File: src/rtl/piso.sv
// Parallel-in / serial-out converter: loads a wide word and emits it as LSB-first slices.
// An active shift register plus one holding register let the next word queue without a bubble.
module piso #(
  parameter int DATA_IN_WIDTH  = 64,
  parameter int DATA_OUT_WIDTH = 16
) (
  input  logic                      clk,
  input  logic                      reset,
  input  logic                      in_valid,
  input  logic [DATA_IN_WIDTH-1:0]  data_in,
  output logic                      in_ready,
  output logic                      out_valid,
  output logic [DATA_OUT_WIDTH-1:0] data_out,
  input  logic                      out_ready,
  output logic                      out_last
);

  localparam int NUM_SHIFTS = DATA_IN_WIDTH / DATA_OUT_WIDTH;
  localparam int CNT_W      = $clog2(NUM_SHIFTS) + 1;

  typedef enum logic [1:0] {
    EMPTY,
    SHIFTING,
    FULL
  } state_t;

  state_t                   state_q, state_d;
  logic [DATA_IN_WIDTH-1:0] active_q, active_d;
  logic [DATA_IN_WIDTH-1:0] hold_q, hold_d;
  logic [CNT_W-1:0]         cnt_q, cnt_d;

  logic in_xfer;
  logic out_xfer;
  logic last_slice;

  // in_ready depends only on registered state and reset, never on out_ready.
  assign in_ready   = reset && (state_q != FULL);
  assign out_valid  = (state_q != EMPTY);
  assign data_out   = active_q[DATA_OUT_WIDTH-1:0];
  assign last_slice = out_valid && (cnt_q == CNT_W'(NUM_SHIFTS - 1));
  assign out_last   = last_slice;

  assign in_xfer  = in_valid && in_ready;
  assign out_xfer = out_valid && out_ready;

  always_comb begin
    state_d  = state_q;
    active_d = active_q;
    hold_d   = hold_q;
    cnt_d    = cnt_q;
    case (state_q)
      EMPTY: begin
        if (in_xfer) begin
          active_d = data_in;
          cnt_d    = '0;
          state_d  = SHIFTING;
        end
      end
      SHIFTING: begin
        if (out_xfer && last_slice) begin
          if (in_xfer) begin
            active_d = data_in;
            cnt_d    = '0;
          end else begin
            state_d = EMPTY;
          end
        end else begin
          if (out_xfer) begin
            active_d = active_q >> DATA_OUT_WIDTH;
            cnt_d    = cnt_q + CNT_W'(1);
          end
          if (in_xfer) begin
            hold_d  = data_in;
            state_d = FULL;
          end
        end
      end
      FULL: begin
        if (out_xfer) begin
          if (last_slice) begin
            active_d = hold_q;
            cnt_d    = '0;
            state_d  = SHIFTING;
          end else begin
            active_d = active_q >> DATA_OUT_WIDTH;
            cnt_d    = cnt_q + CNT_W'(1);
          end
        end
      end
      default: state_d = EMPTY;
    endcase
  end

  always_ff @(posedge clk or negedge reset) begin
    if (!reset) begin
      state_q  <= EMPTY;
      active_q <= '0;
      hold_q   <= '0;
      cnt_q    <= '0;
    end else begin
      state_q  <= state_d;
      active_q <= active_d;
      hold_q   <= hold_d;
      cnt_q    <= cnt_d;
    end
  end

endmodule

File: config.mk
export PLATFORM = sky130hd
export DESIGN_NAME = piso
export DESIGN_NICKNAME = d
export VERILOG_FILES = /design/src/rtl/piso.sv
export SDC_FILE = /design/constraint.sdc
export NUM_CORES = 1
export LEC_CHECK = 0
export ABC_CLOCK_PERIOD_IN_PS = 2600
export CAP_MARGIN = 0
export CORE_ASPECT_RATIO = 1.4
export CORE_MARGIN = 1
export CORE_UTILIZATION = 50
export CTS_BUF_LIST = sky130_fd_sc_hd__clkbuf_16
export DETAILED_ROUTE_END_ITERATION = 8
export GPL_ROUTABILITY_DRIVEN = 1
export GPL_TIMING_DRIVEN = 0
export PLACE_DENSITY = 0.72
export RECOVER_POWER = 100
export SYNTH_ARGS = -nofsm -noshare
export SYNTH_HDL_FRONTEND = slang
export SYNTH_SLANG_ARGS = --single-unit
File: constraint.sdc
create_clock -name clk -period 2.6 [get_ports clk]
set_input_delay 0.26 -clock clk [delete_from_list [all_inputs] [get_ports clk]]
set_output_delay 0.26 -clock clk [all_outputs]
set_load 0.03 [all_outputs]
# Yosys cells after proc, flatten, opt, wreduce, memory -nomap -nowiden
# Cells that the tools add are included.
# Widths: inputs -> output; s select.
[totals]
regBits = 133
out_inout_bits = 19
in_bits = 68
[classes]
addsub = 1
bitwise = 1
reduce_logical = 11
muxes = 19
eq_ne = 10
[ops]
columns = ["cell", "n"]
rows = [
  ["$mux 64", 5],
  ["$pmux 64 s3", 1],
  ["$mux 3", 5],
  ["$mux 2", 6],
  ["$ne 3x3->1 const B", 3],
  ["$pmux 3 s3", 1],
  ["$ne 2x2->1 const B", 4],
  ["$pmux 2 s3", 1],
  ["$reduce_and 3->1", 2],
  ["$logic_and 1x1->1", 5],
  ["$reduce_and 5->1", 1],
  ["$add 3x1->3 const B", 1],
  ["$eq 3x2->1 const B", 1],
  ["$reduce_bool 3->1", 1],
  ["$eq 2x1->1 const B", 1],
  ["$eq 2x2->1 const B", 1],
  ["$logic_not 2->1", 1],
  ["$reduce_bool 2->1", 1],
  ["$not 1->1", 1],
]

# Depth between registers and ports, before layout
[depth]
depth_word = 6
depth_mapped = 8
depth_no_buf = 6

# Worst setup path before layout
# Ideal clock, no wire load.
[synth_path]
path_type = "flip-flop to flip-flop"
startpoint = "register cnt_q[0]"
endpoint = "register active_q[44]"
stages_incl_launch_ff = 9
slack_ns = 0.614
setup_time_ns = 0.133
required_ns = 2.467
path_buffers = 2
synth_period_minus_slack_ns = 1.986
t_arrival_ns = 1.853
path_cell_list = "dfrtp_1 > ha_1 > ha_1 > nor2b_2 > and3_1 > buf_6 > buf_6 > a22oi_1 > o221ai_2"
[synth_between]
elab_chain_cells = 5
word_cells_on_any_way = 9
classes_between = "2 x eq/ne; 4 x mux; 3 x reduce/logical"
[synth_lines]
columns = ["element", "line_no", "text"]
rows = [
  ["start, declared", "30", "logic [CNT_W-1:0] cnt_q, cnt_d;"],
  ["start signal, assigned", "104", "cnt_q <= cnt_d;"],
  ["$eq 3x2->1 *", "40", "assign last_slice = out_valid && (cnt_q == CNT_W'(NUM_SHIFTS - 1));"],
  ["$logic_and 1x1->1 *", "40", ""],
  ["net out_last", "15", "output logic out_last"],
  ["$mux 64 or $logic_and 1x1->1 (tied branches)", "80, 60", ""],
  ["$mux 64 (tied with other cells)", "79", "if (out_xfer) begin"],
  ["$pmux 64 s3 or $reduce_and 3->1 (tied branches)", "n/a", ""],
  ["end signal, assigned", "102", "active_q <= active_d;"],
  ["end, declared", "28", "logic [DATA_IN_WIDTH-1:0] active_q, active_d;"],
]
# Mark *: on every way through the listed nets, which the timed path passes. The rest lies on a longest branch. The select of a mux whose other input is x is not followed.
# A chain may end at the register's enable or synchronous reset.

# Final worst setup path
[layout_path]
startpoint = "register cnt_q[0]"
endpoint = "output out_last"
[layout_between]
elab_chain_cells = 2
[layout_lines]
columns = ["element", "line_no"]
rows = [
  ["$eq 3x2->1", "40"],
  ["$logic_and 1x1->1", "40"],
  ["end, declared", "15"],
]
# No other way between the ends.

==> metrics.txt <==
grt met2 use=43.4%; Mapped Nets=596; met1 usage=29.4%; top post-synthesis cells by area=dfrtp_1 (50%), mux2_1 (11%), o221ai_2 (5.5%); Hold Path Class=input port to async pin; n_diodes=0; H-tree levels=4; number of synthesized flops with an enable pin=0; Die ar.=13700 um^2; async set-reset flop share out of synthesis=100%; I/O Pins=87; critical path endpoint category=primary output; min cycle time layout=2.43 ns; multiplexer share of the synthesized area=11.4%; Avg WL per Cell=19.7 um; Die Y-Extent=138 um; largest area contributor in the netlist=dfrtp_1; vias post-DR=4755; CTS tree=yes; worst vdd ir=0.681 mV; final hold vios=0; WP buf/inv=1; final WL=15600 um; maxcap violations=0; simple-gate share of the synthesized area=2.88%; share of layout cells above drive strength 1=18.1%; Iteration-0 DRC Markers=244; Clock Latency Late Sink=0.41 ns; Port Buffers=86; Mean Syn Cell Area=12.6 um^2; num rows=49; main combinational cell family by area after synthesis=compound AO/OA/AOI/OAI gates; cell repeated most along the worst path=ha_1; overall power=9.50 mW; Post-CTS Setup Repair Bufs=0; unique cell type count in the Yosys netlist=40; adder-cell share of the synthesized area=1.14%; xor/xnor cell area share of the yosys netlist=0%; Chip Width=99.1 um; Critical Path Max Stage Delay=0.70 ns; final number of max-transition violations=0; final core occ=62.7%; predominant post-synthesis flop cell=dfrtp_1; yosys warns=0; Cells after Synth=522; CP Max Fanout=5; top post-synthesis cells by count=dfrtp_1 (133), mux2_1 (64), o21ai_0 (39); Pwr per Cell Area=1180 nW/um^2; clk_skew=0.00912 ns; Setup WS post-layout=0.167 ns; combinational share of power=42.1%; antenna violations before repair=0; area grow syn2layout=22.4%; Clk pwr share=20.9%; NetSw=3.70 mW; relative slew slack=8.90%; dpl ws=0.0636 ns; Max Fclk=411 MHz; Filler Cells Inserted=1064; slowest CP cell=clkdlybuf4s50_1; Lkg Pwr=3.34 nW; hpwl dp=11400 um; global route total overflow=0; run status=finished, final reports clean; Pint=5.80 mW; CTS clk-pin slew, worst paths=0.05 ns; Root Buffer=clkbuf_16; Clock Path Buffers=2; 1st-pass router iterations=4; register bit total from synthesis=133; Num CTS Buffers=17; most common cell in the netlist=dfrtp_1; gpl congestion=0.813; RSZ-0062 raised after global routing=false; Final Cycle Share=93.6%; drt via density=6.00; DRC Markers=0; fin nets=704; sequential fraction of the synthesis area=50.5%; arrival time at the worst endpoint=2.17 ns; Post-Syn Area=6600 um^2; startpoint type of the worst setup path=flop; largest net degree at the start of global routing=80; Req. time, crit path=2.34 ns; Synth Area in Compound Gates=24.9%; worst slew pin tran=1.37 ns; DRT antenna net count=0; Synth top area share=50.5%; initial core utilization=51.2%; global-route wire length before repair=25100 um; # setup viols final=0; CP Class=flop to primary output; Seq pwr share=37.0%; number of global-route vias before repair=4909; GR Util met3=4.13%; GRT Total Usage=24.2%; CP top delay family=buffers and inverters; core area=12900 um^2; Net Sw Frac=39.0%; critical-path cell list=ha_1, ha_1, nor2b_2, clkdlybuf4s50_1; GR peak layer=met2; # clock sinks=133
==> repair_timing <==
item / 4_1_cts / 5_1_grt
hold endpoints to repair: 56 / 0
hold buffers: 2 / 0
resized for setup: 0 / 1
endpoints found under the setup margin: 0 / 30
==> cell families after synthesis <==
family / after synthesis
fa+ha+maj: 6
flops: 133
simple gates: 27
mux: 67
buf+inv: 101
compound gates: 188
==> cell usage in the layout (no fill, tap or decap), types with 2 or more instances in the layout <==
cell type	n
dfrtp_1	133
clkdlybuf4s50_1	68
mux2_1	64
inv_1	41
o21ai_0	40
a22oi_1	28
o221ai_1	23
a22oi_2	20
buf_4	19
dlygate4sd3_1	18
o2bb2ai_1	17
clkbuf_16	17
a32oi_1	16
nand3_1	16
o211ai_1	16
buf_6	15
clkbuf_1	13
buf_2	10
o21ai_1	10
o221ai_2	9
ha_1	6
clkinv_2	6
clkbuf_2	5
clkinv_1	3
a21o_1	2
buf_8	2
==> area by class of cell <==
| cell class | instances | area, um^2 | area share (%) |
|---|---|---|---|
| plain buffers | 63 | 457 | 5.66 |
| inverters | 38 | 143 | 1.77 |
| clock buffers | 17 | 425 | 5.27 |
| clock inverters | 12 | 52.6 | 0.651 |
| flip-flops and latches | 133 | 3330 | 41.2 |
| well taps | 153 | 191 | 2.37 |
| multi-input cells | 288 | 2570 | 31.9 |
| repair buffers | 89 | 905 | 11.2 |
==> layer usage <==
metal,up-vias,wire length [um]
met5,-,0
met4,0,345
met3,24,569
met2,122,8330
met1,2431,6340
li1,2178,-
==> worst paths after layout <==
check | endpoint | cells past startpoint | slack (ns) | start
min reg2reg | hold_q[48]$_DFFE_PN0P_ | 1 | 0.48 | hold_q[48]$_DFFE_PN0P_
min | hold_q[24]$_DFFE_PN0P_ | 3 | 0.41 | reset
max reg2reg | active_q[32]$_DFFE_PN0P_ | 7 | 0.18 | state_q[0]$_DFFE_PN0P_
min in group clk | hold_q[54]$_DFFE_PN0P_ | 2 | 0.48 | data_in[54]
max | out_last | 4 | 0.17 | cnt_q[0]$_DFFE_PN0P_
max in group asynchronous | hold_q[56]$_DFFE_PN0P_ | 3 | 0.93 | reset
==> registers in the layout, summed over array words and instances (netlist names) <==
signal,cells
active_q,64
hold_q,64
cnt_q,3
state_q,2
==> worst reg2reg max path: stages (launching register included) <==
cell and delay, ns:
dfrtp_1 0.39, inv_1 0.09, ha_1 0.29, nor2_2 0.26
mux2i_2 0.46, clkbuf_2 0.36, clkbuf_4 0.29, o221ai_1 0.14
==> power by group through the flow <==
stage	registers [mW]	logic, mW	clock network (mW)
after CTS	3.51	4.20	2.01
after global placement	3.49	4.04	0
after detailed placement	3.54	4.18	0
final	3.52	4.00	1.99
after global routing	3.62	4.36	2.10
after floorplan	3.35	3.01	0
==> stage by stage <==
step / hold slack [ns] / cell area, um^2 / setup TNS, ns / instances
3_5_place_dp: 0.258 / 7680 / 0 / 762
3_3_place_gp: 0.468 / 7650 / -1083.50 / 761
6_report: 0.412 / 8070 / 0 / 793
5_1_grt: 0.479 / 8070 / 0 / 793
4_1_cts: 0.416 / 8190 / 0 / 793
2_1_floorplan: -0.0356 / 6600 / 0 / 522
Note: power is estimated with default switching activity, not from simulation.
